--- src/rtl/vx_gpu_pkg.sv ---
// rtl/vx_gpu_pkg.sv - shared decode payload type and sizing for the warp instruction buffer
package VX_gpu_pkg;

    localparam int NUM_WARPS = 4;
    localparam int NW_BITS   = $clog2(NUM_WARPS);

    typedef enum logic [1:0] {
        EX_ALU = 2'd0,
        EX_LSU = 2'd1,
        EX_FPU = 2'd2,
        EX_SFU = 2'd3
    } ex_type_t;

    typedef struct packed {
        logic [7:0] uuid;
        logic       wb;
        ex_type_t   ex_type;
        logic [3:0] op_type;
        logic       use_imm;
        logic [4:0] rd;
        logic [4:0] rs1;
        logic [4:0] rs2;
        logic [4:0] rs3;
    } data_t;

    localparam int DATA_W = $bits(data_t);

    function automatic logic [NW_BITS-1:0] wid_of(input int w);
        return NW_BITS'(w);
    endfunction

endpackage

--- src/rtl/vx_ibuf_queue.sv ---
// rtl/vx_ibuf_queue.sv - single-warp in-order FIFO; storage is not reset, only pointers and count
module vx_ibuf_queue #(
    parameter int DEPTH  = 2,
    parameter int DATA_W = 8
) (
    input  logic                         clk,
    input  logic                         reset,
    input  logic                         push,
    input  logic                         pop,
    input  logic [DATA_W-1:0]            data_in,
    output logic [DATA_W-1:0]            data_out,
    output logic [$clog2(DEPTH+1)-1:0]   count,
    output logic                         full,
    output logic                         empty
);

    localparam int PTR_W = $clog2(DEPTH);
    localparam int CNT_W = $clog2(DEPTH+1);

    logic [DATA_W-1:0] mem [DEPTH];
    logic [PTR_W-1:0]  wr_ptr;
    logic [PTR_W-1:0]  rd_ptr;
    logic              push_ok;
    logic              pop_ok;

    assign full     = (count == CNT_W'(DEPTH));
    assign empty    = (count == '0);
    assign push_ok  = push && !full;
    assign pop_ok   = pop && !empty;
    assign data_out = mem[rd_ptr];

    always_ff @(posedge clk) begin
        if (push_ok) begin
            mem[wr_ptr] <= data_in;
        end
    end

    // DEPTH is a power of two, so pointers wrap by plain overflow
    always_ff @(posedge clk) begin
        if (reset) begin
            wr_ptr <= '0;
            rd_ptr <= '0;
            count  <= '0;
        end else begin
            if (push_ok) begin
                wr_ptr <= wr_ptr + PTR_W'(1);
            end
            if (pop_ok) begin
                rd_ptr <= rd_ptr + PTR_W'(1);
            end
            if (push_ok && !pop_ok) begin
                count <= count + CNT_W'(1);
            end else if (pop_ok && !push_ok) begin
                count <= count - CNT_W'(1);
            end
        end
    end

endmodule

--- src/rtl/vx_warp_ibuffer.sv ---
// rtl/vx_warp_ibuffer.sv - per-warp instruction buffer between decode and issue
module vx_warp_ibuffer
    import VX_gpu_pkg::*;
#(
    parameter int NUM_WARPS = VX_gpu_pkg::NUM_WARPS,
    parameter int DEPTH     = 2,
    parameter int DATA_W    = VX_gpu_pkg::DATA_W
) (
    input  logic                           clk,
    input  logic                           reset,
    input  logic                           dec_valid,
    input  logic [$clog2(NUM_WARPS)-1:0]   dec_wid,
    input  logic [DATA_W-1:0]              dec_data,
    output logic                           dec_ready,
    output logic [NUM_WARPS-1:0]           ibuf_valid,
    output logic [NUM_WARPS*DATA_W-1:0]    ibuf_data,
    input  logic [NUM_WARPS-1:0]           ibuf_ready,
    output logic [NUM_WARPS-1:0]           pop_mask,
    output logic [NUM_WARPS-1:0]           empty_mask
);

    localparam int WID_W = $clog2(NUM_WARPS);
    localparam int CNT_W = $clog2(DEPTH+1);

    logic [NUM_WARPS-1:0] full_vec;
    logic [NUM_WARPS-1:0] push_vec;
    logic [NUM_WARPS-1:0] fire;
    logic [CNT_W-1:0]     count [NUM_WARPS];

    // dec_ready looks only at registered fullness, so a same-cycle pop never opens a slot
    assign dec_ready  = !full_vec[dec_wid];
    assign ibuf_valid = ~empty_mask;
    assign fire       = ibuf_valid & ibuf_ready;

    always_comb begin
        push_vec = '0;
        for (int w = 0; w < NUM_WARPS; w++) begin
            if (dec_valid && dec_ready && (dec_wid == WID_W'(w))) begin
                push_vec[w] = 1'b1;
            end
        end
    end

    for (genvar w = 0; w < NUM_WARPS; w++) begin : g_queue
        vx_ibuf_queue #(
            .DEPTH  (DEPTH),
            .DATA_W (DATA_W)
        ) u_queue (
            .clk      (clk),
            .reset    (reset),
            .push     (push_vec[w]),
            .pop      (fire[w]),
            .data_in  (dec_data),
            .data_out (ibuf_data[w*DATA_W +: DATA_W]),
            .count    (count[w]),
            .full     (full_vec[w]),
            .empty    (empty_mask[w])
        );
    end

    always_ff @(posedge clk) begin
        if (reset) begin
            pop_mask <= '0;
        end else begin
            pop_mask <= fire;
        end
    end

endmodule

--- config.mk ---
export PLATFORM = sky130hd
export DESIGN_NAME = vx_warp_ibuffer
export DESIGN_NICKNAME = d
export VERILOG_FILES = /design/src/rtl/vx_gpu_pkg.sv /design/src/rtl/vx_ibuf_queue.sv /design/src/rtl/vx_warp_ibuffer.sv
export SDC_FILE = /design/constraint.sdc
export NUM_CORES = 1
export LEC_CHECK = 0
export ABC_CLOCK_PERIOD_IN_PS = 9080
export BUFFER_PORTS_ARGS = -buffer_cell sky130_fd_sc_hd__buf_2
export CORE_AREA = 2 2 165 135
export DETAILED_ROUTE_END_ITERATION = 10
export DIE_AREA = 0 0 167 137
export PLACE_DENSITY = 0.78
export SLEW_MARGIN = 20
export SYNTH_ARGS = -nofsm -noshare
export SYNTH_HDL_FRONTEND = slang
export SYNTH_SLANG_ARGS = --single-unit
--- constraint.sdc ---
create_clock -name clk -period 9.08 [get_ports clk]
set_input_delay 0.454 -clock clk [delete_from_list [all_inputs] [get_ports clk]]
set_output_delay 0.454 -clock clk [all_outputs]
set_load 0.02 [all_outputs]
* Word-level counts from Yosys, hierarchy flattened
Memories as Yosys holds them, arrays and structs flattened. A register that Yosys moved wholly into a read port is not among the register bits.
Index checks and enable logic that the tools add are counted.
** Word-level totals
- Flip-flop bits (word level) :: 20
- Memory bits (writable) :: 288
- Output and inout port bits :: 157
- Logic and storage cells :: 120
- Memories :: 4
** Memory list
- g_queue[0].u_queue.mem :: words 2, width 36, read ports 1, clocked after memory_dff 1, wr ports 1, line vx_ibuf_queue.sv:20 : logic [DATA_W-1:0] mem [DEPTH];
- g_queue[1].u_queue.mem :: words 2, width 36, read ports 1, clocked after memory_dff 1, wr ports 1, line vx_ibuf_queue.sv:20
- g_queue[2].u_queue.mem :: words 2, width 36, read ports 1, clocked after memory_dff 1, wr ports 1, line vx_ibuf_queue.sv:20
- g_queue[3].u_queue.mem :: words 2, width 36, read ports 1, clocked after memory_dff 1, wr ports 1, line vx_ibuf_queue.sv:20
** Cells by class
- Add/subtract/negate cells :: 16
- $lt $le $gt $ge :: 1
- Eq/ne operators :: 7
- Muxes and demuxes :: 30
- Bitwise logic cells :: 2
- Reduce and logical (&&, ||, !) cells :: 47
** Operators with widths (count)
- 1-bit logical AND :: 21
- 1-bit two-way mux :: 21
- 1-bit zero test :: 17
- 2-bit two-way mux :: 8
- 2-bit == test, second input constant :: 6
- 2-bit zero test :: 5
- 1-bit adder, second input constant :: 8
- 2-bit by 1-bit adder with 2-bit output, second input constant :: 4
- 2-bit nonzero test :: 4
- 2-bit by 1-bit subtractor with 2-bit output, second input constant :: 4
- 4-bit AND :: 1
- 4-bit NOT :: 1
- 2-bit by 3-bit < comparator with 1-bit output, second input constant :: 1
- 1-bit binary-select mux with 2-bit select :: 1
- 2-bit by 1-bit == test with 1-bit output, second input constant :: 1

* Logic depth before layout (Yosys ltp)
Gate-level depths: netlist of run 1.
- Depth in word-level cells :: 12
- Mapped depth :: 6
- Mapped depth without buffers :: 6

* Cells and area by module
A second synthesis of run 1 with hierarchy kept.
** Unflattened totals
- Cells, all modules :: 571
- Area total of the unflattened synthesis :: 11439.7 um^2
** By module, submodules not included
- vx_ibuf_queue :: times used 4, cells an instance 137, area an instance 2807.7 um^2, sequential area each 2262.2 um^2
- vx_warp_ibuffer :: times used 1, cells an instance 23, area an instance 209.0 um^2, sequential area each 80.1 um^2

* Worst setup path before layout of run 1
Ideal clock, no wire load.
- Path kind :: input -> register
- Start point :: input dec_wid[1]
- End point :: memory g_queue[0].u_queue.mem[0][0] in the netlist's numbering (enable)
- Setup time :: 0.453 ns
- Arrival time :: 2.746 ns
- Required time :: 8.627 ns
- Slack :: 5.881 ns
- Stages on the path :: 2
- Path buffers :: 1
- Path through :: buf_2 > nor4_2
** Between the ends
- Word-level cells in the longest chain between the ends :: 9
- Elaborated cells on any way between the ends :: 10
** RTL lines
- start: declaration :: line vx_warp_ibuffer.sv:12 : input logic [$clog2(NUM_WARPS)-1:0] dec_wid,
- 1-bit binary-select mux with 2-bit select :: line vx_warp_ibuffer.sv:31 : assign dec_ready = !full_vec[dec_wid];
- 1-bit two-way mux (not written as such) :: line vx_warp_ibuffer.sv:31
- 1-bit zero test :: line vx_warp_ibuffer.sv:31
- 1-bit logical AND :: line vx_warp_ibuffer.sv:38 : if (dec_valid && dec_ready && (dec_wid == WID_W'(w))) begin
- 1-bit logical AND * :: line vx_warp_ibuffer.sv:38
- 1-bit two-way mux * :: line vx_warp_ibuffer.sv:38
- 1-bit logical AND * :: line vx_ibuf_queue.sv:28 : assign push_ok = push && !full;
- 1-bit two-way mux * :: line vx_ibuf_queue.sv:33 : if (push_ok) begin
- 1-bit two-way mux (not written as such) * :: line vx_ibuf_queue.sv:34 : mem[wr_ptr] <= data_in;
- end: declaration :: line vx_ibuf_queue.sv:20
Every way passes the cells marked *; elsewhere a longest branch is shown, timed or not. The select of a mux whose other input is x is not followed.

==> results of run 1 <==
==> path summary, 6_finish.rpt <==
| kind | startpoint | to | slack (ns) |
|---|---|---|---|
| worst min-delay path | dec_data[1] | g_queue[3].u_queue.mem[0][1] | 0.19 |
| worst min register to register | g_queue[0].u_queue.rd_ptr | g_queue[0].u_queue.rd_ptr | 0.50 |
| worst max register to register | g_queue[1].u_queue.count[0] | g_queue[1].u_queue.mem[0][16] | 6.83 |
| worst max-delay path | register | ibuf_data[58] | 6.46 |
==> cell type report <==
class                   count  area [um^2]  area share
clock inverters            14          148      0.0107
well taps                 275          344      0.0250
inverters                   4         15.0     0.00109
clock buffers              39          803      0.0584
repair buffers            205         1070      0.0777
flip-flops and latches    312         9130       0.664
multi-input cells         227         2240       0.163
==> flip-flops by register name, indices dropped and copies added (netlist names), named ones only <==
| name | cells |
|---|---|
| g_queue.u_queue.wr_ptr | 4 |
| g_queue.u_queue.count | 8 |
| pop_mask | 4 |
| g_queue.u_queue.rd_ptr | 4 |
| g_queue.u_queue.mem | 288 |
==> kinds of logic after synthesis <==
group,after synthesis
flops,312
mux,149
simple gates,46
buf+inv,28
compound gates,16
xor+xnor,12
fa+ha+maj,4
==> power groups by stage <==
stage / Clock [uW] / Combinational [uW] / Sequential (uW)
2_1_floorplan: 0 / 706 / 1720
3_5_place_dp: 0 / 881 / 1840
5_1_grt: 1270 / 938 / 1820
3_3_place_gp: 0 / 871 / 1830
6_report: 1190 / 881 / 1800
4_1_cts: 1210 / 886 / 1810
==> synthesized netlist by cell type <==
master	instances
a21oi_1	4
nand2b_1	2
o21ba_1	1
nand2b_4	1
inv_1	4
or3_1	4
nor2_1	18
and4_4	1
mux2i_1	2
or2_2	4
mux2_4	2
buf_2	11
and2_1	4
mux2_2	145
nor4_2	2
dfxtp_1	24
edfxtp_1	288
nor3_1	2
and4b_4	1
buf_4	10
nor2b_1	6
ha_1	4
o21ai_1	4
o21ba_2	1
xor2_1	12
o21ai_0	4
clkbuf_1	3
o31a_1	2
nand2_1	1
==> per-layer routing <==
layer / wire, um / GRT usage / vias to the layer above
li1: - / - / 2619
met1: 9680 / 0.264 / 2875
met2: 10600 / 0.321 / 228
met3: 2200 / 0.0633 / 27
met4: 291 / 0.0359 / 0
met5: 0 / 0 / -
==> per-stage QoR <==
stage / total power, uW / utilization / hold slack [ns]
6_report: 3870 / 0.649 / 0.191
5_1_grt: 4030 / 0.649 / 0.181
4_1_cts: 3900 / 0.647 / 0.174
3_5_place_dp: 2720 / 0.602 / 0.490
3_3_place_gp: 2700 / 0.602 / 0.486
2_1_floorplan: 2430 / - / 0.472
==> critical path: cells and delay by family, from the launching register on <==
family	cells	cell delay (ns)
flip-flops	1	1.00
buffers and inverters	1	0.17
multiplexers	1	0.45
==> impl_metrics.yaml, run 1 <==
status:
  status: "finished, final reports clean"
clocking:
  num_cts_buffers: 29
  clock-root-buffer: "clkbuf_16"
  cts-hold-fix-buffers: 0
  clock_sink_count: 312
  clk_pin_slew_worst_paths_ns: 0.06
  postCtsResizedCells: 0
  clk_path_buf_depth: 3
  clock_latency_ns: 0.54
  post_cts.repair.setup_buffers: 0
  htree_levels: 1
  cts_tree: "done"
yosys:
  syn-instance-count: 567
  synth-simple-area-share: 0.0235
  yosys.area_share.xor_xnor: 0.00915
  synth_top_family_by_area: "multiplexers"
  synth_area_per_cell_um2: 20.3
  synth_top_cell_by_area: "edfxtp_1"
  synth_sequential_area_ratio: 0.794
  netlist-cell-type-count: 29
  compound_gate_portion_of_the_synthesized_area: 0.00849
  yosysTopAreaCellShare: 0.753
  yosys_warnings: 0
  synth_area_um2: 11500
  post_synthesis_mux_area_share: 0.146
  post_synth_fa_ha_maj_area_fraction: 0.00436
  synth_seq_cells: 312
  post_synth_main_area_contributors: "edfxtp_1, mux2_2, dfxtp_1"
  mappedNetlistNets: 616
timing:
  report.final.slew_viol_count: 0
  hold_viol_final: 0
  layout_setup_ws_ns: 6.46
  worst_slew_pin_slew_ns: 1.06
  clock-skew-final_ns: 0.0168
  final_min_period_over_clock_period: 0.288
  minimum_clock_period_ns: 2.62
  setup-tns-final_ns: 0
  timing.max_slew.rel_slack: 0.297
  fmax_mhz: 382
  rsz0062_at_grt: "no"
  timing.final.setup_violations: 0
setup_path:
  crit_slowest_cell: "dfxtp_2"
  critical_path.max_fanout: 36
  worst-setup-path-type: "reg2out"
  crit_path_cell_chain: "mux2_2 > buf_2"
  setup.worst_path.end_class: "output port"
  setup.worst_path.start_class: "register"
  critical_path_arrival_ns: 2.16
  worst_path_largest_cell_delay_ns: 1.00
  worst-r2r-cell-count: 3
  worst-endpoint-required_ns: 8.63
global_routing:
  grt_use_total: 0.196
  grt_first_pass_wirelength_um: 34100
  grt_overflow: 0
  first_global_vias: 5959
  initial_antenna_violation_count: 0
  grt_start_max_net_pins: 38
power:
  power_switching_uw: 1130
  irDropWorstVdd_v: 0.000160
  pwr_density_cell_nw_per_um2: 281
  clock_power_share: 0.307
  internal_power_uw: 2750
  comb_power_share: 0.227
  seq_power_share: 0.465
  power.leakage_uw: 0.00491
  switching_fraction_of_total_power: 0.291
cells_and_area:
  instances_no_fill: 1076
  share_of_layout_cells_above_drive_strength_1: 0.519
  finish.instance_area_um2: 13800
  mostFrequentLayoutCells: "edfxtp_1, buf_2, mux2_2"
  layout_commonest_cell: "edfxtp_1"
  diodes: 0
  layout_overhead_on_the_synthesized_area_pct: 19.7
  finish.net_count: 828
  fillers: 1454
placement:
  postPlaceCellArea_um2: 12800
  place_congestion: 0.772
  dp_cells: 1021
  io_buffers: 201
  dp_slack_ns: 6.67
  dp.final_hpwl_um: 14300
floorplan:
  floorplan.die_area_um2: 22900
  core_um2: 21200
  die_height_um: 137
  number_of_placement_rows: 48
  ioPinCount: 202
  initial_utilization: 0.542
  width_of_the_die_um: 167
drt:
  route.antenna.remaining_nets: 0
  routedWlPerCell_um: 21.2
  viasPerCell: 5.34
  route.vias.total: 5749
  drt_iter0_drc: 348
  post-route-drc-count: 0
  routed_wl_um: 22800
  drt-pass1-iter-count: 4
min_path:
  holdPathStages: 1
  worst_hold_path_type: "in2reg"
flow_run:
  cap_violations: 0
No activity file was read; power rests on OpenSTA's default activity.
==> inputs of run 2 (changes only) <==
ABC_CLOCK_PERIOD_IN_PS = 2150   (was 9080)
CORE_AREA = 2 2 173 141   (was 2 2 165 135)
DIE_AREA = 0 0 175 143   (was 0 0 167 137)
PLACE_DENSITY = 0.75   (was 0.78)
clock period = 2.15 ns   (was 9.08 ns; I/O delays follow)
==> run 2 against run 1 <==
  * Design area is 5.6% higher
  * Sequential power rose to 4.0 times the previous value
  * Setup slack worse by 6.3 ns
  * Core utilization down 2.3 points
  * First-iteration DRC count down 7.2%
  * Largest power group unchanged
==> impl_metrics.yaml, run 2 (same netlist as run 1, synthesis figures left out) <==
status:
  status: "finished, final reports clean"
cells_and_area:
  top_reg_by_flops: "g_queue.u_queue.mem"
  reg_top3: "g_queue.u_queue.mem (288), g_queue.u_queue.count (8)"
  diodes: 0
  share_of_layout_cells_above_drive_strength_1: 0.503
  finish.instance_area_um2: 14500
  layout.area.seq_um2: 9140
  finish.net_count: 884
  instances_no_fill: 1170
  layout_overhead_on_the_synthesized_area_pct: 26.4
  layout_commonest_cell: "edfxtp_1"
  mostFrequentLayoutCells: "edfxtp_1, buf_2, mux2_2"
  fillers: 1650
  multi_input_comb_area_um2: 2240
  largest_register_ff_count: 288
drt:
  viasPerCell: 5.11
  post-route-drc-count: 0
  route.antenna.remaining_nets: 0
  routedWlPerCell_um: 20.4
  routed_wl_um: 23900
  drt-pass1-iter-count: 4
  drt_iter0_drc: 323
  route.vias.total: 5978
setup_path:
  timing.reg2reg.setup_slack_ns: 0.36
  worst-endpoint-required_ns: 2.04
  reg2reg_to: "g_queue[0].u_queue.count[1]"
  setup.worst_path.start_class: "register"
  setup.worst_path.end_class: "output port"
  critical_path_arrival_ns: 1.91
  worst-r2r-cell-count: 5
  reg_to_reg_startpoint: "g_queue[0].u_queue.count[1]"
  worst-setup-path-type: "reg2out"
  critical_path.max_fanout: 11
timing:
  minimum_clock_period_ns: 2.02
  clock-skew-final_ns: 0.00796
  fmax_mhz: 496
  setup-tns-final_ns: 0
  timing.final.setup_violations: 0
  rsz0062_at_grt: "no"
  report.final.slew_viol_count: 0
  worst_slew_pin_slew_ns: 0.437
  final_min_period_over_clock_period: 0.938
  timing.max_slew.rel_slack: 0.709
  finalHoldWorstSlack_ns: 0.0823
  hold_viol_final: 0
floorplan:
  die_height_um: 143
  width_of_the_die_um: 175
  floorplan.die_area_um2: 25000
  core_um2: 23200
  ioPinCount: 202
  initial_utilization: 0.495
  number_of_placement_rows: 50
power:
  comb_power_share: 0.254
  power.leakage_uw: 0.00523
  internal_power_uw: 12100
  clock_power_share: 0.319
  irDropWorstVdd_v: 0.000678
  switching_fraction_of_total_power: 0.289
  power_switching_uw: 4930
  pwr_density_cell_nw_per_um2: 1170
  seq_power_share: 0.427
placement:
  place_congestion: 0.706
  io_buffers: 201
  dp.final_hpwl_um: 14000
  dp_cells: 1072
  postPlaceCellArea_um2: 13000
clocking:
  clock_latency_ns: 0.54
  htree_levels: 1
  num_cts_buffers: 30
  clk_path_buf_depth: 3
  clock_sink_count: 312
  clk_pin_slew_worst_paths_ns: 0.06
  cts_tree: "done"
  clock-root-buffer: "clkbuf_16"
global_routing:
  first_global_vias: 6248
  grt_use_total: 0.189
  grt_first_pass_wirelength_um: 35700
  grt_overflow: 0
  grt_start_max_net_pins: 38
  initial_antenna_violation_count: 0
min_path:
  min-delay-start: "dec_valid"
  whs_endpoint: "g_queue[0].u_queue.wr_ptr"
  worst_hold_path_type: "in2reg"
  holdPathStages: 4
flow_run:
  cap_violations: 0
-- run 2: worst max path at each step --
stage	start	endpoint	slack (ns)	cells past startpoint
finish	register	ibuf_data[61]	0.13	3
global route	register	ibuf_data[61]	0.08	3
CTS	register	ibuf_data[14]	0.04	3
detailed placement	g_queue[0].u_queue.count[1]	g_queue[0].u_queue.count[1]	0.38	5
global placement	g_queue[1].u_queue.count[1]	g_queue[1].u_queue.count[1]	0.43	5
floorplan	g_queue[0].u_queue.count[0]	g_queue[0].u_queue.mem[0][0]	0.04	2
-- run 2: power groups by stage --
stage	Clock, uW	Sequential, uW	Combinational [uW]
after global routing	5770	7320	4590
after global placement	0	7370	4230
after detailed placement	0	7400	4270
after CTS	5530	7280	4360
after floorplan	0	7270	2990
final	5440	7270	4320
-- run 2: timing repair --
action,in CTS,in global routing
hold endpoints to repair,302,0
resized for setup,0,1
hold buffers,43,0
setup buffers,0,0
setup endpoints to repair,0,17
-- run 2: critical path, cell delays in order, from the launching register on --
cell	delay, ns
dfxtp_2	0.56
buf_4	0.28
mux2_2	0.36
buf_2	0.16
-- run 2: area by class of cell --
type	count	share of cell area
Tap cell	312	0.0269
Multi-Input combinational cell	227	0.154
Inverter	4	0.00103
Clock inverter	16	0.0152
Sequential cell	312	0.629
Clock buffer	39	0.0568
Timing Repair Buffer	260	0.117
-- run 2: routing by layer --
| metal | routed length (um) | track usage | up-vias |
|---|---|---|---|
| met5 | 0 | 0 | - |
| met4 | 352 | 0.0408 | 0 |
| met1 | 10000 | 0.252 | 3012 |
| met2 | 11600 | 0.316 | 205 |
| met3 | 1950 | 0.0493 | 28 |
| li1 | - | - | 2733 |
-- run 2: through the flow --
| step | power, uW | utilization | worst slack (ns) |
|---|---|---|---|
| global route | 17700 | 0.626 | 0.0759 |
| detailed placement | 11700 | 0.562 | 0.377 |
| floorplan | 10300 | - | 0.0403 |
| global placement | 11600 | 0.562 | 0.431 |
| finish | 17000 | 0.626 | 0.134 |
| CTS | 17200 | 0.626 | 0.0350 |
